## config.mk

```make
export PLATFORM = sky130hd
export DESIGN_NAME = puf_soc_ctrl_fsm
export DESIGN_NICKNAME = d
export VERILOG_FILES = /design/src/rtl/puf_soc_pkg.sv /design/src/rtl/puf_soc_wdog.sv /design/src/rtl/puf_soc_ctrl_fsm.sv
export SDC_FILE = /design/constraint.sdc
export NUM_CORES = 1
export LEC_CHECK = 0
export BUFFER_PORTS_ARGS = -buffer_cell sky130_fd_sc_hd__buf_2
export CAP_MARGIN = 20
export CORE_AREA = 5 5 72 58
export DETAILED_ROUTE_END_ITERATION = 6
export DIE_AREA = 0 0 77 63
export GPL_TIMING_DRIVEN = 0
export PLACE_DENSITY = 0.71
export RECOVER_POWER = 50
export SYNTH_ARGS = -nofsm -noshare
export SYNTH_HDL_FRONTEND = slang
export SYNTH_HIERARCHICAL = 1
export SYNTH_SLANG_ARGS = --single-unit
```

## constraint.sdc

```tcl
create_clock -name clk -period 2.95 [get_ports clk]
set_input_delay 0.295 -clock clk [delete_from_list [all_inputs] [get_ports clk]]
set_output_delay 0.295 -clock clk [all_outputs]
set_load 0.01 [all_outputs]
```

## src/rtl/puf_soc_pkg.sv

```systemverilog
// Shared types and constants for the PUF SoC control sequencer.
package puf_soc_pkg;

    // State code width; matches the datapath i_fsm_state input.
    localparam int ST_W = 3;

    // State codes as seen by the datapath. Code 7 is unused and treated as illegal.
    typedef enum logic [ST_W-1:0] {
        S_IDLE = 3'd0,
        S_RECV = 3'd1,
        S_DCOD = 3'd2,
        S_EXEC = 3'd3,
        S_TRAN = 3'd4,
        S_DONE = 3'd5,
        S_ERR  = 3'd6
    } state_e;

    // Host operating modes.
    localparam logic NORM  = 1'b0;
    localparam logic DEBUG = 1'b1;

endpackage

```

## src/rtl/puf_soc_wdog.sv

```systemverilog
// Execute/transmit watchdog: a saturating cycle counter with a synchronous
// clear. expire flags the last allowed cycle (count == TIMEOUT_CYC-1).
module puf_soc_wdog #(
    parameter int TIMEOUT_CYC = 1024,
    localparam int CNT_W = $clog2(TIMEOUT_CYC + 1)
) (
    input  logic clk,
    input  logic rst,
    input  logic clr,
    input  logic en,
    output logic expire
);

    logic [CNT_W-1:0] count;

    // Count enabled cycles; saturate at TIMEOUT_CYC so the counter never wraps.
    always_ff @(posedge clk) begin
        if (rst || clr) begin
            count <= '0;
        end else if (en && (count != CNT_W'(TIMEOUT_CYC))) begin
            count <= count + 1'b1;
        end
    end

    assign expire = (count >= CNT_W'(TIMEOUT_CYC - 1));

endmodule

```

## src/rtl/puf_soc_ctrl_fsm.sv

```systemverilog
// Control sequencer for the PUF SoC datapath: one challenge transaction
// (receive, decode, execute, transmit) per accepted start request, with a
// watchdog on execute/transmit, a host abort and an error state.
module puf_soc_ctrl_fsm
    import puf_soc_pkg::*;
#(
    parameter int MUX_LENGTH  = 16,
    parameter int TIMEOUT_CYC = 1024,
    localparam int SEL_W = $clog2(MUX_LENGTH)
) (
    input  logic               clk,
    input  logic               rst,
    input  logic               i_start,
    input  logic               i_op_mode,
    input  logic               i_abort,
    input  logic               i_err_clr,
    input  logic               i_dp_rx_ready,
    input  logic               i_dp_rx_valid,
    input  logic [2*SEL_W-1:0] i_dp_rx_data,
    input  logic               i_dp_exec_done,
    input  logic               i_dp_tx_done,
    output logic               o_op_mode,
    output logic               o_rx_ready,
    output logic               o_dcod_en,
    output logic               o_cnt_en,
    output logic               o_tx_en,
    output logic [ST_W-1:0]    o_fsm_state,
    output logic [SEL_W-1:0]   o_sel_mux_0,
    output logic [SEL_W-1:0]   o_sel_mux_1,
    output logic               o_busy,
    output logic               o_done,
    output logic               o_timeout
);

    localparam logic [ST_W-1:0] ST_IDLE = S_IDLE;
    localparam logic [ST_W-1:0] ST_RECV = S_RECV;
    localparam logic [ST_W-1:0] ST_DCOD = S_DCOD;
    localparam logic [ST_W-1:0] ST_EXEC = S_EXEC;
    localparam logic [ST_W-1:0] ST_TRAN = S_TRAN;
    localparam logic [ST_W-1:0] ST_DONE = S_DONE;
    localparam logic [ST_W-1:0] ST_ERR  = S_ERR;

    logic [ST_W-1:0]  state;
    logic [ST_W-1:0]  state_nxt;
    logic             op_mode;
    logic [SEL_W-1:0] sel0;
    logic [SEL_W-1:0] sel1;
    logic             wd_clr;
    logic             wd_en;
    logic             wd_expire;

    // Receiver ready is a status-only input: the transition out of RECV
    // waits on rx_valid alone, so this is intentionally left unconsumed.
    logic rx_ready_unused;
    assign rx_ready_unused = i_dp_rx_ready;

    // Next-state logic. Abort beats done/valid events, which beat the
    // watchdog, so a done arriving on the expiry cycle still advances.
    always_comb begin
        state_nxt = state;
        case (state)
            ST_IDLE: if (i_start) state_nxt = ST_RECV;
            ST_RECV: begin
                if (i_abort)            state_nxt = ST_IDLE;
                else if (i_dp_rx_valid) state_nxt = ST_DCOD;
            end
            ST_DCOD: state_nxt = i_abort ? ST_IDLE : ST_EXEC;
            ST_EXEC: begin
                if (i_abort)             state_nxt = ST_IDLE;
                else if (i_dp_exec_done) state_nxt = ST_TRAN;
                else if (wd_expire)      state_nxt = ST_ERR;
            end
            ST_TRAN: begin
                if (i_abort)           state_nxt = ST_IDLE;
                else if (i_dp_tx_done) state_nxt = ST_DONE;
                else if (wd_expire)    state_nxt = ST_ERR;
            end
            ST_DONE: state_nxt = ST_IDLE;
            ST_ERR:  if (i_err_clr) state_nxt = ST_IDLE;
            default: state_nxt = ST_IDLE;
        endcase
    end

    // State, latched mode and challenge selects. Selects persist across
    // DONE/abort and only change on an accepted challenge byte.
    always_ff @(posedge clk) begin
        if (rst) begin
            state   <= ST_IDLE;
            op_mode <= NORM;
            sel0    <= '0;
            sel1    <= '0;
        end else begin
            state <= state_nxt;
            if ((state == ST_IDLE) && i_start) begin
                op_mode <= i_op_mode;
            end
            if ((state == ST_RECV) && !i_abort && i_dp_rx_valid) begin
                {sel1, sel0} <= i_dp_rx_data;
            end
        end
    end

    // Watchdog restarts on every state change, so entering EXEC or TRAN
    // always begins from zero.
    assign wd_clr = (state_nxt != state);
    assign wd_en  = (state == ST_EXEC) || (state == ST_TRAN);

    puf_soc_wdog #(
        .TIMEOUT_CYC (TIMEOUT_CYC)
    ) u_wdog (
        .clk    (clk),
        .rst    (rst),
        .clr    (wd_clr),
        .en     (wd_en),
        .expire (wd_expire)
    );

    // Outputs are a pure decode of registered state.
    assign o_fsm_state = state;
    assign o_rx_ready  = (state == ST_RECV);
    assign o_dcod_en   = (state == ST_DCOD);
    assign o_cnt_en    = (state == ST_EXEC);
    assign o_tx_en     = (state == ST_TRAN);
    assign o_done      = (state == ST_DONE);
    assign o_timeout   = (state == ST_ERR);
    assign o_busy      = (state != ST_IDLE);
    assign o_op_mode   = op_mode;
    assign o_sel_mux_0 = sel0;
    assign o_sel_mux_1 = sel1;

endmodule

```

# ---- Yosys cells after proc, flatten, opt, wreduce, memory -nomap -nowiden
# Cells that the tools add are included.
dict set report word_totals {
  input_bits 18
  wordCells 35
  ff_bits 23
  output_inout_bits 19
}
dict set report classes {
  n_reduce_logical 9
  eq_ne 8
  muxes 11
  n_lt_le_gt_ge 1
  n_addsub 1
}
# cell count
set ops {}
lappend ops {{$mux W3} 9}
lappend ops {{$pmux W3 S6} 1}
lappend ops {{$add A11 B1 Y11 const B} 1}
lappend ops {{$ge A11 B10 Y1 const B} 1}
lappend ops {{$ne A11 B11 Y1 const B} 1}
lappend ops {{$eq A3 B3 Y1 const B} 3}
lappend ops {{$eq A3 B2 Y1 const B} 2}
lappend ops {{$logic_and A1 B1 Y1} 4}
lappend ops {{$eq A3 B1 Y1 const B} 1}
lappend ops {{$logic_not A3 Y1} 1}
lappend ops {{$ne A3 B3 Y1} 1}
lappend ops {{$reduce_bool A3 Y1} 1}
lappend ops {{$logic_or A1 B1 Y1} 2}
lappend ops {{$mux W2} 1}
lappend ops {{$logic_not A1 Y1} 1}

# ---- Depth between registers and ports, before layout
dict set report depth {
  depth_word 7
  ltp_mapped 11
}

# ---- By module
# Netlist, hierarchy kept.
# module area_per_inst_um2 cells_each instances
set modules_own_cells {}
lappend modules_own_cells {puf_soc_ctrl_fsm 709.4 83 1}
lappend modules_own_cells {puf_soc_wdog 596.8 70 1}

# ---- Worst setup path before layout
# OpenSTA, ideal clock, no wires.
dict set report synth_path {
  path_kind {reg-to-reg}
  startpoint {register u_wdog.count[0]}
  endpoint {register u_wdog.count[10]}
  path_buffers 0
  arrival_ns 2.296
  slack_ns 0.553
  required_time_ns 2.849
  stages_incl_launch_ff 11
  path_cell_list {dfxtp_1 ha_1 nand2_1 a21oi_1 a41o_1 nor2_1 nand4_1 a221oi_1 o22ai_2 or3_1 o41ai_1}
}
dict set report synth_between {
  elab_chain_cells 7
  elab_cells_between_ends 12
  classes_between {1 x add/sub; 1 x order compare; 2 x eq/ne; 6 x mux; 2 x reduce/logical}
}
# element line_no
set synth_rtl {}
lappend synth_rtl {{from (decl)} puf_soc_wdog.sv:14} ;# logic [CNT_W-1:0] count;
lappend synth_rtl {{from (signal assigned)} puf_soc_wdog.sv:21} ;# count <= count + 1'b1;
lappend synth_rtl {{$ge A11 B10 Y1 (*)} puf_soc_wdog.sv:25} ;# assign expire = (count >= CNT_W'(TIMEOUT_CYC - 1));
lappend synth_rtl {{via wd_expire} puf_soc_ctrl_fsm.sv:50} ;# logic wd_expire;
lappend synth_rtl {{$mux W3 (*)} {puf_soc_ctrl_fsm.sv:71, puf_soc_ctrl_fsm.sv:76}}
lappend synth_rtl {{$mux W3, on equally long branches} {puf_soc_ctrl_fsm.sv:75, puf_soc_ctrl_fsm.sv:70}}
lappend synth_rtl {{$mux W3, on equally long branches} {puf_soc_ctrl_fsm.sv:74, puf_soc_ctrl_fsm.sv:69}}
lappend synth_rtl {{$pmux W3 S6 (*)} puf_soc_ctrl_fsm.sv:61} ;# case (state)
lappend synth_rtl {{$ne A3 B3 Y1 (*)} puf_soc_ctrl_fsm.sv:105} ;# assign wd_clr = (state_nxt != state);
lappend synth_rtl {{via wd_clr} puf_soc_ctrl_fsm.sv:48} ;# logic wd_clr;
lappend synth_rtl {{$logic_or A1 B1 Y1 (*)} puf_soc_wdog.sv:18} ;# if (rst || clr) begin
# The timed path passes the listed nets; every way through them passes the cells marked *.
# A chain may end at the register's enable or synchronous reset.

# ---- Worst setup path after layout
dict set report layout_path {
  startpoint {register u_wdog.count[0]}
  endpoint {register u_wdog.count[6]}
}
# Same word-level chain as after synthesis.

==> flow_summary.toml <==
[setup_path]
cp_max_fo = 6
end_kind = "flop"
rr_worst_depth = 11
crit_arrival_ns = 2.89
r2r-end = "u_wdog/count[6]$_SDFFE_PP0P_"
critical_path_required_ns = 3.14
rrSetupSlack_ns = 0.26
crit_path_start_kind = "flop"
r2r-start = "u_wdog/count[0]$_SDFFE_PP0P_"
critical_path_class = "flop to flop"

[grt]
grt_max_degree = 14
grt_pass1_vias = 1124
grt_usage = 0.1219
grt_antenna_before_repair = 0
grt_pass1_wl_mm = 5.085
overflow = 0

[detailed_routing]
wl_mm = 2.891
drcViolationCount = 0
drt-pass1-iter-count = 4
drtIter0Drc = 75
num_vias = 1221
drtAntennaViolNets = 0
vias_per_cell = 5.240
wire_per_inst_um = 12.41

[sta]
skew_ns = 0.002223
period_needed_ns = 2.692
hold_violations = 0
fmaxAchievable_mhz = 371.4
timing.final.crit_share = 0.9127
rsz0062_at_grt = "no"
whs_ns = 0.2679
drv_slew = 0
worstMarginPinSlew_ns = 0.6696
final.setup.tns_ns = 0
slew-limit-headroom = 0.5536
setup_viol = 0
fin_ws_ns = 0.2576

[clocking]
root_buffer = "clkbuf_8"
h-tree-depth = 1
cts_tree = "yes"
insertion_delay_ns = 0.26
cts.clk_slew.worst_paths_ns = 0.08
clk_path_buf_depth = 2
hold_buffers = 0
cts_buffers = 3
clock-sinks = 23

[yosys]
syn_area_per_cell_um2 = 8.538
yosys.area.top_type_share = 0.3525
synth_area_leaders = "dfxtp_1, mux2i_1, nor2_1"
ys_seq_area_frac = 0.3525
yosysTopAreaCell = "dfxtp_1"
synth_edf_count = 0
async_reset_ff_frac = 0
synth_flop_cell = "dfxtp_1"
yosysWarningCount = 6
syn_inst = 153
ys_seq_elements = 23
synthDistinctLibCells = 45
synthesis.nets = 173
syn-cell-area_um2 = 1306

[placement]
place_congestion = 0.8078
placedCellCount = 229
io_buffers = 34
hpwlAfterDp_mm = 2.240
post_dp_cell_area_um2 = 1529
post-place-ws_ns = 0.1856

[final_layout]
final_design_area_no_fill_um2 = 1555
mostFrequentLayoutCells = "buf_2, dfxtp_1, nor2_1, clkbuf_1, nand2_1"
layout-drive-gt1-share = 0.2147
utilization = 0.4512
instances_no_fill = 233
fin_nets = 212
antenna_cells = 0
syn_to_final_growth_pct = 19.06
final_common_cell = "buf_2"

[power_and_ir_drop]
pwr_density_cell_nw_per_um2 = 381.0
leakagePower_nw = 0.6548
ir_worst_vdd_v = 0.0002514
power_mw = 0.5925

[floorplanning]
io_pins = 37
die_w_um = 77
dieArea_um2 = 4851
num_rows = 19
die_y_um = 63
initial_core_util = 0.3789
core_area_um2 = 3447

[hold_path]
hold_path_depth = 3
hold_path_startpoint = "i_dp_rx_data[5]"
hp-class = "primary input to flop"
hold_end = "o_sel_mux_1[1]$_SDFFE_PP0P_"

[run]
drv_cap = 0

[run_status]
status = "finished clean"
Yosys cell counts (3+ instances only):
cell type and n:
a21oi_1 10, a31oi_1 4, buf_6 4, dfxtp_1 23, inv_1 3, mux2i_1 10, nand2_1 12, nand3_1 4
nand4_1 4, nor2_1 19, nor2b_1 3, o21a_1 3, o21ai_0 5, or3_1 6
power by group:
part	total (mW)	internal (mW)	switching (mW)
registers	0.319	0.315	0.00402
logic	0.0794	0.0354	0.0440
clock network	0.194	0.0940	0.0998
sequential cells by signal, summed over array words and instances (netlist names):
register,cells
u_wdog/count,11
o_fsm_state,3
o_sel_mux_1,4
o_op_mode,1
o_sel_mux_0,4
metal layers:
layer | routed length, um | global-route usage | vias to the layer above
met4 | 27 | 0.03219 | 0
met1 | 1437 | 0.1705 | 552
met3 | 203 | 0.03458 | 2
li1 | - | - | 631
met5 | 0 | 0 | -
met2 | 1221 | 0.1833 | 36
worst max-delay path by stage:
stage                     cells past startpoint                         start                       endpoint  slack (ns)
after floorplan                              10  u_wdog/count[0]$_SDFFE_PP0P_  u_wdog/count[10]$_SDFFE_PP0P_        0.55
after global placement                       11  u_wdog/count[0]$_SDFFE_PP0P_  u_wdog/count[10]$_SDFFE_PP0P_        0.16
after detailed placement                     11  u_wdog/count[0]$_SDFFE_PP0P_  u_wdog/count[10]$_SDFFE_PP0P_        0.19
after CTS                                    11  u_wdog/count[0]$_SDFFE_PP0P_   u_wdog/count[8]$_SDFFE_PP0P_        0.14
after global routing                         11  u_wdog/count[0]$_SDFFE_PP0P_   u_wdog/count[4]$_SDFFE_PP0P_       0.005
final                                        11  u_wdog/count[0]$_SDFFE_PP0P_   u_wdog/count[6]$_SDFFE_PP0P_        0.26
area by class of cell:
cell class | instances | area (um^2)
Fill cell | 359 | 1892
Multi-Input combinational cell | 116 | 752.0
Sequential cell | 23 | 460.4
Timing Repair Buffer | 34 | 155.1
Buffer | 9 | 68.82
Tap cell | 42 | 52.55
Clock buffer | 3 | 41.29
Inverter | 5 | 20.02
Clock inverter | 1 | 5.005
kinds of logic after synthesis:
logic type,after synthesis,share of synthesized area
multiplexers,10,0.07663
buffers and inverters,14,0.07375
AO/OA/AOI/OAI,35,0.1820
adder cells (fa/ha/maj),2,0.01915
XOR/XNOR,1,0.006706
AND/OR/NAND/NOR,68,0.2893
flip-flops,23,0.3525
worst max-delay path, stage by stage (launching register included):
cell and delay [ns]:
dfxtp_1 0.37, ha_1 0.25, nand2_1 0.17, a21oi_1 0.10, a41o_1 0.28, nor2_1 0.19, nand4_1 0.14, a221oi_1 0.35
o22ai_2 0.17, or2_2 0.31, clkbuf_1 0.17, a21oi_1 0.14
timing repair:
item,in CTS,in global routing
endpoints found under the setup margin,0,2
setup buffers,0,0
gates resized for setup,0,1
(Power assumes the default switching activity.)
